File: src/rtl/pipelined_carry_adder.sv
// ---------------------------------------------------------------------------
// pipelined_carry_adder
//
// Purpose:
//   Adds or subtracts two WIDTH-bit operands in STAGES equal slices of
//   SW = WIDTH/STAGES bits. Each pipeline stage adds one slice per clock and
//   registers the carry between slices. The bundle accepts one beat per cycle
//   under a valid/ready handshake. When the output is full and not being
//   taken, the whole pipeline stalls.
//
//   Add:       s = a + b + cin
//   Subtract:  s = a - b - cin, evaluated as a + ~b + !cin
//
//   For subtraction, cout is the raw carry of that sum, i.e. NOT borrow.
//   ovf flags two's-complement signed overflow.
//
// Parameters:
//   WIDTH   operand / result width (WIDTH must be a multiple of STAGES)
//   STAGES  pipeline depth = number of slices (latency in cycles)
//
// Ports:
//   clk        rising-edge clock
//   rst        asynchronous active-high reset
//   in_valid   operand beat valid
//   in_ready   beat can be accepted this cycle (combinational)
//   a, b       operands
//   cin        carry-in (add) / borrow-in (sub)
//   sub        0: add, 1: subtract
//   out_valid  result beat valid
//   out_ready  downstream accepts the result
//   s          result
//   cout       carry out of the top bit
//   ovf        signed overflow
// ---------------------------------------------------------------------------
module pipelined_carry_adder #(
  parameter int WIDTH  = 32,
  parameter int STAGES = 4
) (
  input  logic             clk,
  input  logic             rst,
  input  logic             in_valid,
  output logic             in_ready,
  input  logic [WIDTH-1:0] a,
  input  logic [WIDTH-1:0] b,
  input  logic             cin,
  input  logic             sub,
  output logic             out_valid,
  input  logic             out_ready,
  output logic [WIDTH-1:0] s,
  output logic             cout,
  output logic             ovf
);

  localparam int SW = WIDTH / STAGES;

  // Global advance: every stage moves together, or every stage holds.
  logic             adv;
  logic [WIDTH-1:0] b_eff;
  logic             c0;

  assign adv      = !out_valid || out_ready;
  assign in_ready = adv;

  // Subtraction is folded into the adder at capture time.
  assign b_eff = sub ? ~b : b;
  assign c0    = sub ? ~cin : cin;

  genvar gi;
  for (gi = 0; gi < STAGES; gi++) begin : g_stage
    // Slice inputs for this stage.
    logic [SW-1:0]          a_sl;
    logic [SW-1:0]          b_sl;
    logic                   c_in;
    logic                   v_in;

    // Slice adder output: {carry-out, SW sum bits}.
    logic [SW:0]            slice_add;

    // Completed low slices, including the one produced by this stage.
    logic [(gi+1)*SW-1:0]   sum_d;
    logic [(gi+1)*SW-1:0]   sum_q;
    logic                   v_q;
    logic                   c_q;

    if (gi == 0) begin : g_src
      assign a_sl  = a[SW-1:0];
      assign b_sl  = b_eff[SW-1:0];
      assign c_in  = c0;
      assign v_in  = in_valid;
      assign sum_d = slice_add[SW-1:0];
    end else begin : g_src
      // The lowest forwarded operand bits of the previous stage form this
      // stage's slice.
      assign a_sl  = g_stage[gi-1].g_fwd.a_fwd_q[SW-1:0];
      assign b_sl  = g_stage[gi-1].g_fwd.b_fwd_q[SW-1:0];
      assign c_in  = g_stage[gi-1].c_q;
      assign v_in  = g_stage[gi-1].v_q;
      assign sum_d = {slice_add[SW-1:0], g_stage[gi-1].sum_q};
    end

    assign slice_add = {1'b0, a_sl} + {1'b0, b_sl} + {{SW{1'b0}}, c_in};

    always_ff @(posedge clk or posedge rst) begin
      if (rst) begin
        v_q   <= 1'b0;
        c_q   <= 1'b0;
        sum_q <= '0;
      end else if (adv) begin
        v_q   <= v_in;
        c_q   <= slice_add[SW];
        sum_q <= sum_d;
      end
    end

    // Operand skew: slices not yet consumed travel alongside the beat.
    // The final stage has nothing left to forward.
    if (gi < STAGES - 1) begin : g_fwd
      localparam int FW = WIDTH - (gi + 1) * SW;

      logic [FW-1:0] a_fwd_d;
      logic [FW-1:0] b_fwd_d;
      logic [FW-1:0] a_fwd_q;
      logic [FW-1:0] b_fwd_q;

      if (gi == 0) begin : g_fsrc
        assign a_fwd_d = a[WIDTH-1:SW];
        assign b_fwd_d = b_eff[WIDTH-1:SW];
      end else begin : g_fsrc
        assign a_fwd_d = g_stage[gi-1].g_fwd.a_fwd_q[FW+SW-1:SW];
        assign b_fwd_d = g_stage[gi-1].g_fwd.b_fwd_q[FW+SW-1:SW];
      end

      always_ff @(posedge clk or posedge rst) begin
        if (rst) begin
          a_fwd_q <= '0;
          b_fwd_q <= '0;
        end else if (adv) begin
          a_fwd_q <= a_fwd_d;
          b_fwd_q <= b_fwd_d;
        end
      end
    end

    // The top slice also produces the signed-overflow flag. The carry into
    // the MSB equals a ^ b ^ sum at that bit. XORing it with the carry out
    // gives overflow.
    if (gi == STAGES - 1) begin : g_ovf
      logic ovf_d;
      logic ovf_q;

      assign ovf_d = a_sl[SW-1] ^ b_sl[SW-1] ^ slice_add[SW-1] ^ slice_add[SW];

      always_ff @(posedge clk or posedge rst) begin
        if (rst) begin
          ovf_q <= 1'b0;
        end else if (adv) begin
          ovf_q <= ovf_d;
        end
      end
    end
  end

  // The final stage registers are the output registers.
  assign out_valid = g_stage[STAGES-1].v_q;
  assign s         = g_stage[STAGES-1].sum_q;
  assign cout      = g_stage[STAGES-1].c_q;
  assign ovf       = g_stage[STAGES-1].g_ovf.ovf_q;

endmodule

File: config.mk
export PLATFORM = sky130hd
export DESIGN_NAME = pipelined_carry_adder
export DESIGN_NICKNAME = d
export VERILOG_FILES = /design/src/rtl/pipelined_carry_adder.sv
export SDC_FILE = /design/constraint.sdc
export NUM_CORES = 1
export LEC_CHECK = 0
export CAP_MARGIN = 20
export CORE_MARGIN = 5
export CORE_UTILIZATION = 44
export DETAILED_ROUTE_END_ITERATION = 8
export PLACE_DENSITY = 0.68
export SYNTH_ARGS = -nofsm -noshare
export SYNTH_HDL_FRONTEND = slang
export SYNTH_SLANG_ARGS = --single-unit
File: constraint.sdc
create_clock -name clk -period 6.5 [get_ports clk]
set_input_delay 1.95 -clock clk [delete_from_list [all_inputs] [get_ports clk]]
set_output_delay 1.95 -clock clk [all_outputs]
set_load 0.01 [all_outputs]
==> results.txt, run 1 <==
----------------------------------------------------
[GRT]
  Remaining Overflow, GRT ... 0
  Antenna violations before repair ... 0
  Largest net degree at the start of global routing ... approximately 220
  Tot GR Track Use ... 0.158
  Wire length of the first global-routing pass ... between 20 and 30 mm
  Via count of the first global-routing pass ... 5945

[Die]
  Number of placed I/O pins ... 106
  Initial core utilization ... 0.450
  Width of the chip ... 149 µm
  Vert. Die Dim ... 149 µm
  Area of the core region ... 18800 µm²
  DIE AREA ... 22100 µm²
  Cell Rows ... 50

[CTS]
  Library cell used as clock root buffer ... clkbuf_16
  Maximum buffer depth of the clock tree ... 2
  Clock Latency Late Sink ... ~0.42 ns
  Clock tree from TritonCTS ... done
  Maximum level of the CTS H-tree ... 4
  Cts bufs inserted ... 17
  PostCTS Resize Cnt ... 0
  Number of hold-repair buffers added at the cts stage ... 0
  Clock slew at the register clock pins of the worst setup and hold paths ... 0.06 ns
  Number of clock sinks seen by CTS ... around 190
  Buffers inserted during post-CTS setup optimization ... 0

[Yosys]
  Post-synth ARST share ... 1.00
  Seq/Total Area, Yosys ... 0.546
  Mapped Area ... 8480 µm²
  Average footprint of a synthesized cell ... 9.12 µm²
  Post-Syn Instances ... 929
  Synth Net Count ... 1035
  Most used flip-flop cell after synthesis ... dfrtp_1
  Cell type contributing the most total cell area after synthesis ... dfrtp_1
  Count of distinct cell types in the synthesized netlist ... 46
  Post-synth EDFFs ... 0
  Most area-consuming cells after synthesis ... dfrtp_1, nand2_1, ha_1
  Synth top area share ... 0.546
  Synth Warn # ... 0
  Post-synthesis sequential element count ... 185

[STA]
  Final WS setup ... between 1 and 1.5 ns
  Actual transition at the worst max-transition pin ... roughly 1.0 ns
  Max-slew violation total from the final report ... 0
  Highest clock rate ... 0.195 GHz
  Number of hold violations in the final report ... 0
  Final-report setup violation count ... 0
  Max-slew headroom at the worst pin ... 0.333
  Setup repair after global routing missed its margin ... no
  Minimum clock period ... 5.12 ns
  Final worst path period share ... 0.787
  Aggregate negative setup slack ... 0 ns
  Clock skew ... 0.00698 ns

[Route]
  First drt pass iteration count ... 5
  Total wire length after detailed routing ... ~16 mm
  Vias ... 6054
  Remaining routing DRC violations ... 0
  WL/cell ... 12.9 µm
  Starting DRT DRC Count ... ~300
  Post-DRT Antenna Nets ... 0
  Vias per cell ... 4.73

[Placed design]
  Pre-CTS setup slack ... about 1.4 ns
  Placed inst area ... approximately 9700 µm²
  RePlAce Congestion ... 0.805
  Hpwl dp ... 10.7 mm
  # placed instances ... 1248
  Count of buffers inserted at the top-level ports ... 105

[Setup path]
  Worst EP required ... 4.55 ns
  Arrival time of data at the critical path endpoint ... 3.17 ns
  Depth of the most critical reg-to-reg path ... 7
  Startpoint-to-endpoint class of the critical path ... input pin to output pin
  Endpoint type of the worst setup path ... output pin
  Critical-path maximum fanout ... 2
  Startpoint type of the worst setup path ... input pin

[Final layout]
  Layout overhead on the synthesized area ... 21.3%
  Most frequent cells in the layout ... nand2_1, dfrtp_1, clkdlybuf4s50_1
  Antenna diodes ... 0
  Commonest non-fill, non-tap cell in the layout ... nand2_1
  Post-route non-filler standard cell count ... about 1.3k
  Post-layout net count ... between 1k and 1.5k
  Fraction of the core area covered by cells at the end of the flow ... 0.546
  Ratio of cells with drive above 1 in the final layout ... 0.0392
  Final std cell area, no fill ... around 10000 µm²

[Power]
  Leakage ... 0.00498 µW
  Max IR drop VDD ... around 0.29 mV
  Power density over the cells ... about 470 nW/µm²

[Min path]
  Number of cells on the worst hold path ... 2
  Worst min-delay path class ... register to register

[Status]
  Run status ... complete, no violations

[Run]
  Number of violations of the max-capacitance limit ... 0

----------------------------------------------------
-- cell type report --
| type | count | area, µm² |
|---|---|---|
| fillers | 1768 | 8550 |
| repair buffers | 110 | 1110 |
| clock inverters | 6 | 114 |
| flip-flops and latches | 185 | 4630 |
| inverters | 10 | 43.8 |
| clock buffers | 26 | 479 |
| multi-input cells | 683 | 3580 |
| well taps | 260 | 325 |
-- state kept, by name, indices dropped and copies added (netlist names) --
| register | flops |
|---|---|
| g_stage.v_q | 3 |
| g_stage.c_q | 3 |
| out_valid | 1 |
| cout | 1 |
| g_stage.g_fwd.b_fwd_q | 48 |
| s | 32 |
| g_stage.g_fwd.a_fwd_q | 48 |
| ovf | 1 |
| g_stage.sum_q | 48 |
-- layer usage --
metal	GRT usage	part of all wire
met1	0.222	0.49
met2	0.249	0.46
met3	0.0289	0.031
met4	0.0522	0.018
met5	0	0
-- cell usage after synthesis (2+ instances only) --
library cell and n:
nand3_1 3, a211oi_1 3, nand2_1 437, nand4_1 2, clkbuf_1 23, a21o_1 13
o21ai_0 42, a221oi_1 2, xnor2_1 35, ha_1 28, a41o_1 2, o21bai_1 2
buf_2 23, nor3_1 6, inv_1 9, nor3b_1 7, fa_1 8, nor4b_1 2
a211oi_2 3, o21ai_1 3, or3_1 2, xor2_1 16, o31a_1 2, nand2b_1 4
nand4b_1 2, buf_1 4, nor2_1 13, or4b_1 2, mux2i_1 2, a21oi_1 27
dfrtp_1 185, o211ai_1 3
-- through the flow --
step           power (µW)  hold WS (ns)
2_1_floorplan        3280         0.430
3_3_place_gp         3830         0.448
3_5_place_dp         3890         0.455
4_1_cts              4940         0.469
5_1_grt              5310         0.476
6_report             4880         0.463
-- power by group --
| group | internal [µW] | leakage [µW] | switching (µW) |
|---|---|---|---|
| logic | 861 | 0.00248 | 1020 |
| registers | 1670 | 0.00223 | 293 |
| clock network | 628 | 0.000279 | 413 |
-- critical path, stage by stage --
cell and delay (ns):
clkdlybuf4s50_1 0.44, nor2b_4 0.22, inv_4 0.07, clkdlybuf4s50_1 0.48
-- cells by family after synthesis --
group	share of synthesized area
buffers and inverters	0.0316
multiplexers	0.00236
XOR/XNOR	0.0527
adder cells (fa/ha/maj)	0.0602
AND/OR/NAND/NOR	0.227
AO/OA/AOI/OAI	0.0796
flip-flops	0.546
-- worst paths after layout --
path,startpoint,to,slack [ns]
min,s[16],s[16],0.46
max in group asynchronous,rst,g_stage[2].g_fwd.b_fwd_q[6],3.59
min reg2reg,s[16],s[16],0.46
min in group asynchronous,rst,s[5],2.14
max,out_ready,in_ready,1.38
max reg2reg,g_stage[1].c_q,g_stage[2].c_q,4.07
No activity file was read; power rests on OpenSTA's default activity.
==> inputs of run 2 (changes only) <==
PLACE_DENSITY = 0.66   (was 0.68)
clock period = 5.1 ns   (was 6.5 ns; I/O delays follow)
==> results.txt, run 2 (synthesis results as in run 1) <==
----------------------------------------------------
[Route]
  Vias per cell ... 4.70 (-0.73%)
  Total wire length after detailed routing ... 16.5 mm (-0.20%)
  Post-DRT Antenna Nets ... 0 (unchanged)
  Vias ... 6010 (-0.73%)
  WL/cell ... 12.9 µm (-0.20%)
  Remaining routing DRC violations ... 0 (unchanged)
  Starting DRT DRC Count ... 396 (+30%)
  First drt pass iteration count ... 4 (-1)

[Die]
  Area of the core region ... 18800 µm² (unchanged)
  DIE AREA ... 22100 µm² (unchanged)
  Vert. Die Dim ... 149 µm (unchanged)
  Initial core utilization ... 0.450 (unchanged)
  Width of the chip ... 149 µm (unchanged)
  Number of placed I/O pins ... 106 (unchanged)
  Cell Rows ... 50 (unchanged)

[STA]
  Final-report setup violation count ... 0 (unchanged)
  Actual transition at the worst max-transition pin ... 1.01 ns (+0.0129 ns)
  Minimum clock period ... 4.26 ns
  Highest clock rate ... 0.235 GHz
  Setup repair after global routing missed its margin ... no
  Number of hold violations in the final report ... 0 (unchanged)
  Aggregate negative setup slack ... 0 ns (unchanged)
  Clock skew ... 0.0116 ns (+0.00462 ns)
  Max-slew headroom at the worst pin ... 0.325 (-0.00859)
  Final worst path period share ... 0.835
  Max-slew violation total from the final report ... 0 (unchanged)
  Post-route worst hold slack ... 0.458 ns (-0.00412 ns)

[Setup path]
  Startpoint-to-endpoint class of the critical path ... input pin to output pin
  Launch instance of the worst register-to-register path ... out_valid
  Endpoint type of the worst setup path ... output pin
  Arrival time of data at the critical path endpoint ... 2.73 ns (-0.44 ns)
  Critical-path maximum fanout ... 2 (unchanged)
  CP startpoint ... out_ready
  Worst EP required ... 3.57 ns (-0.98 ns)
  Worst-case register-to-register setup slack ... 2.56 ns (-1.51 ns)
  Startpoint type of the worst setup path ... input pin

[CTS]
  Clock slew at the register clock pins of the worst setup and hold paths ... 0.06 ns (about the same)
  Maximum level of the CTS H-tree ... 4 (unchanged)
  Number of hold-repair buffers added at the cts stage ... 0 (unchanged)
  Clock tree from TritonCTS ... done
  Number of clock sinks seen by CTS ... 185 (unchanged)
  Library cell used as clock root buffer ... clkbuf_16
  Buffers inserted during post-CTS setup optimization ... 0 (unchanged)
  Cts bufs inserted ... 17 (unchanged)
  PostCTS Resize Cnt ... 0 (unchanged)
  Clock Latency Late Sink ... 0.43 ns (about the same)
  Maximum buffer depth of the clock tree ... 2 (unchanged)

[Placed design]
  Count of buffers inserted at the top-level ports ... 105 (unchanged)
  RePlAce Congestion ... 0.770 (-4.4%)
  # placed instances ... 1248 (unchanged)
  Hpwl dp ... 10.8 mm (+0.91%)

[Power]
  Tot Pwr ... 6150 µW (+26%)
  Power density over the cells ... 599 nW/µm² (+26%)
  Leakage ... 0.00498 µW (about the same)
  Max IR drop VDD ... 0.554 mV (+93%)

[Final layout]
  Fraction of the core area covered by cells at the end of the flow ... 0.545 (-0.00120)
  Post-layout net count ... 1113 (unchanged)
  Post-route non-filler standard cell count ... 1280 (unchanged)
  Ratio of cells with drive above 1 in the final layout ... 0.0431 (+0.00392)
  Layout overhead on the synthesized area ... 21.1%
  Antenna diodes ... 0 (unchanged)
  Most frequent cells in the layout ... nand2_1, dfrtp_1, clkdlybuf4s50_1
  Largest registers ... g_stage.g_fwd.a_fwd_q: 48 flops, g_stage.g_fwd.b_fwd_q: 48 flops, g_stage.sum_q: 48 flops
  Fill cell instance count of the final layout ... 1755 (-0.74%)
  Commonest non-fill, non-tap cell in the layout ... nand2_1

[GRT]
  Wire length of the first global-routing pass ... 28.3 mm (-1.0%)
  Remaining Overflow, GRT ... 0 (unchanged)
  Largest net degree at the start of global routing ... 223 (unchanged)
  Tot GR Track Use ... 0.157 (-0.000851)
  Antenna violations before repair ... 0 (unchanged)
  Via count of the first global-routing pass ... 5813 (-2.2%)

[Min path]
  Hold wc startpoint ... g_stage[2].v_q
  Worst min-delay path class ... register to register

[Run]
  Number of violations of the max-capacitance limit ... 0 (unchanged)

[Status]
  Run status ... complete, no violations

----------------------------------------------------
==> run 2: report_power, final <==
part / switching, µW / internal (µW) / leakage (µW)
Combinational: 1300 / 1090 / 0.00248
Sequential: 370 / 2130 / 0.00223
Clock: 525 / 734 / 0.000279
==> run 2: path summary, 6_finish.rpt <==
kind | end | cells after the start
max in group asynchronous | g_stage[2].sum_q[10] | 3
min | g_stage[2].v_q | 2
max | in_ready | 4
min reg2reg | g_stage[2].v_q | 2
max reg2reg | s[28] | 6
min in group asynchronous | g_stage[0].sum_q[3] | 3
==> run 2: final cells by class <==
class / instances / area (µm²) / area share
clock buffers: 25 / 505 / 0.0493
clock inverters: 7 / 65.1 / 0.00634
inverters: 10 / 43.8 / 0.00427
multi-input cells: 683 / 3580 / 0.349
flip-flops and latches: 185 / 4630 / 0.451
well taps: 260 / 325 / 0.0317
repair buffers: 110 / 1110 / 0.108
==> run 2: metrics by stage <==
step                      instance area [µm²]  setup slack, ns
final                                   10300            0.844
after global routing                    10300            0.795
after detailed placement                 9690            0.814
after global placement                   9690            0.814
after CTS                               10300            0.814
after floorplan                          8480             1.19
==> run 2: worst max-delay path, stage by stage <==
cell,delay (ns)
clkdlybuf4s50_1,0.44
nor2b_4,0.20
inv_4,0.07
clkdlybuf4s50_1,0.48
==> run 2: layer usage <==
layer	global-route usage	share of wire	vias to the layer above	routed length (µm)
met4	0.0563	0.016	0	267
met3	0.0371	0.048	16	787
met1	0.225	0.49	2774	8120
li1	-	-	3128	-
met2	0.235	0.44	92	7280
met5	0	0	-	0
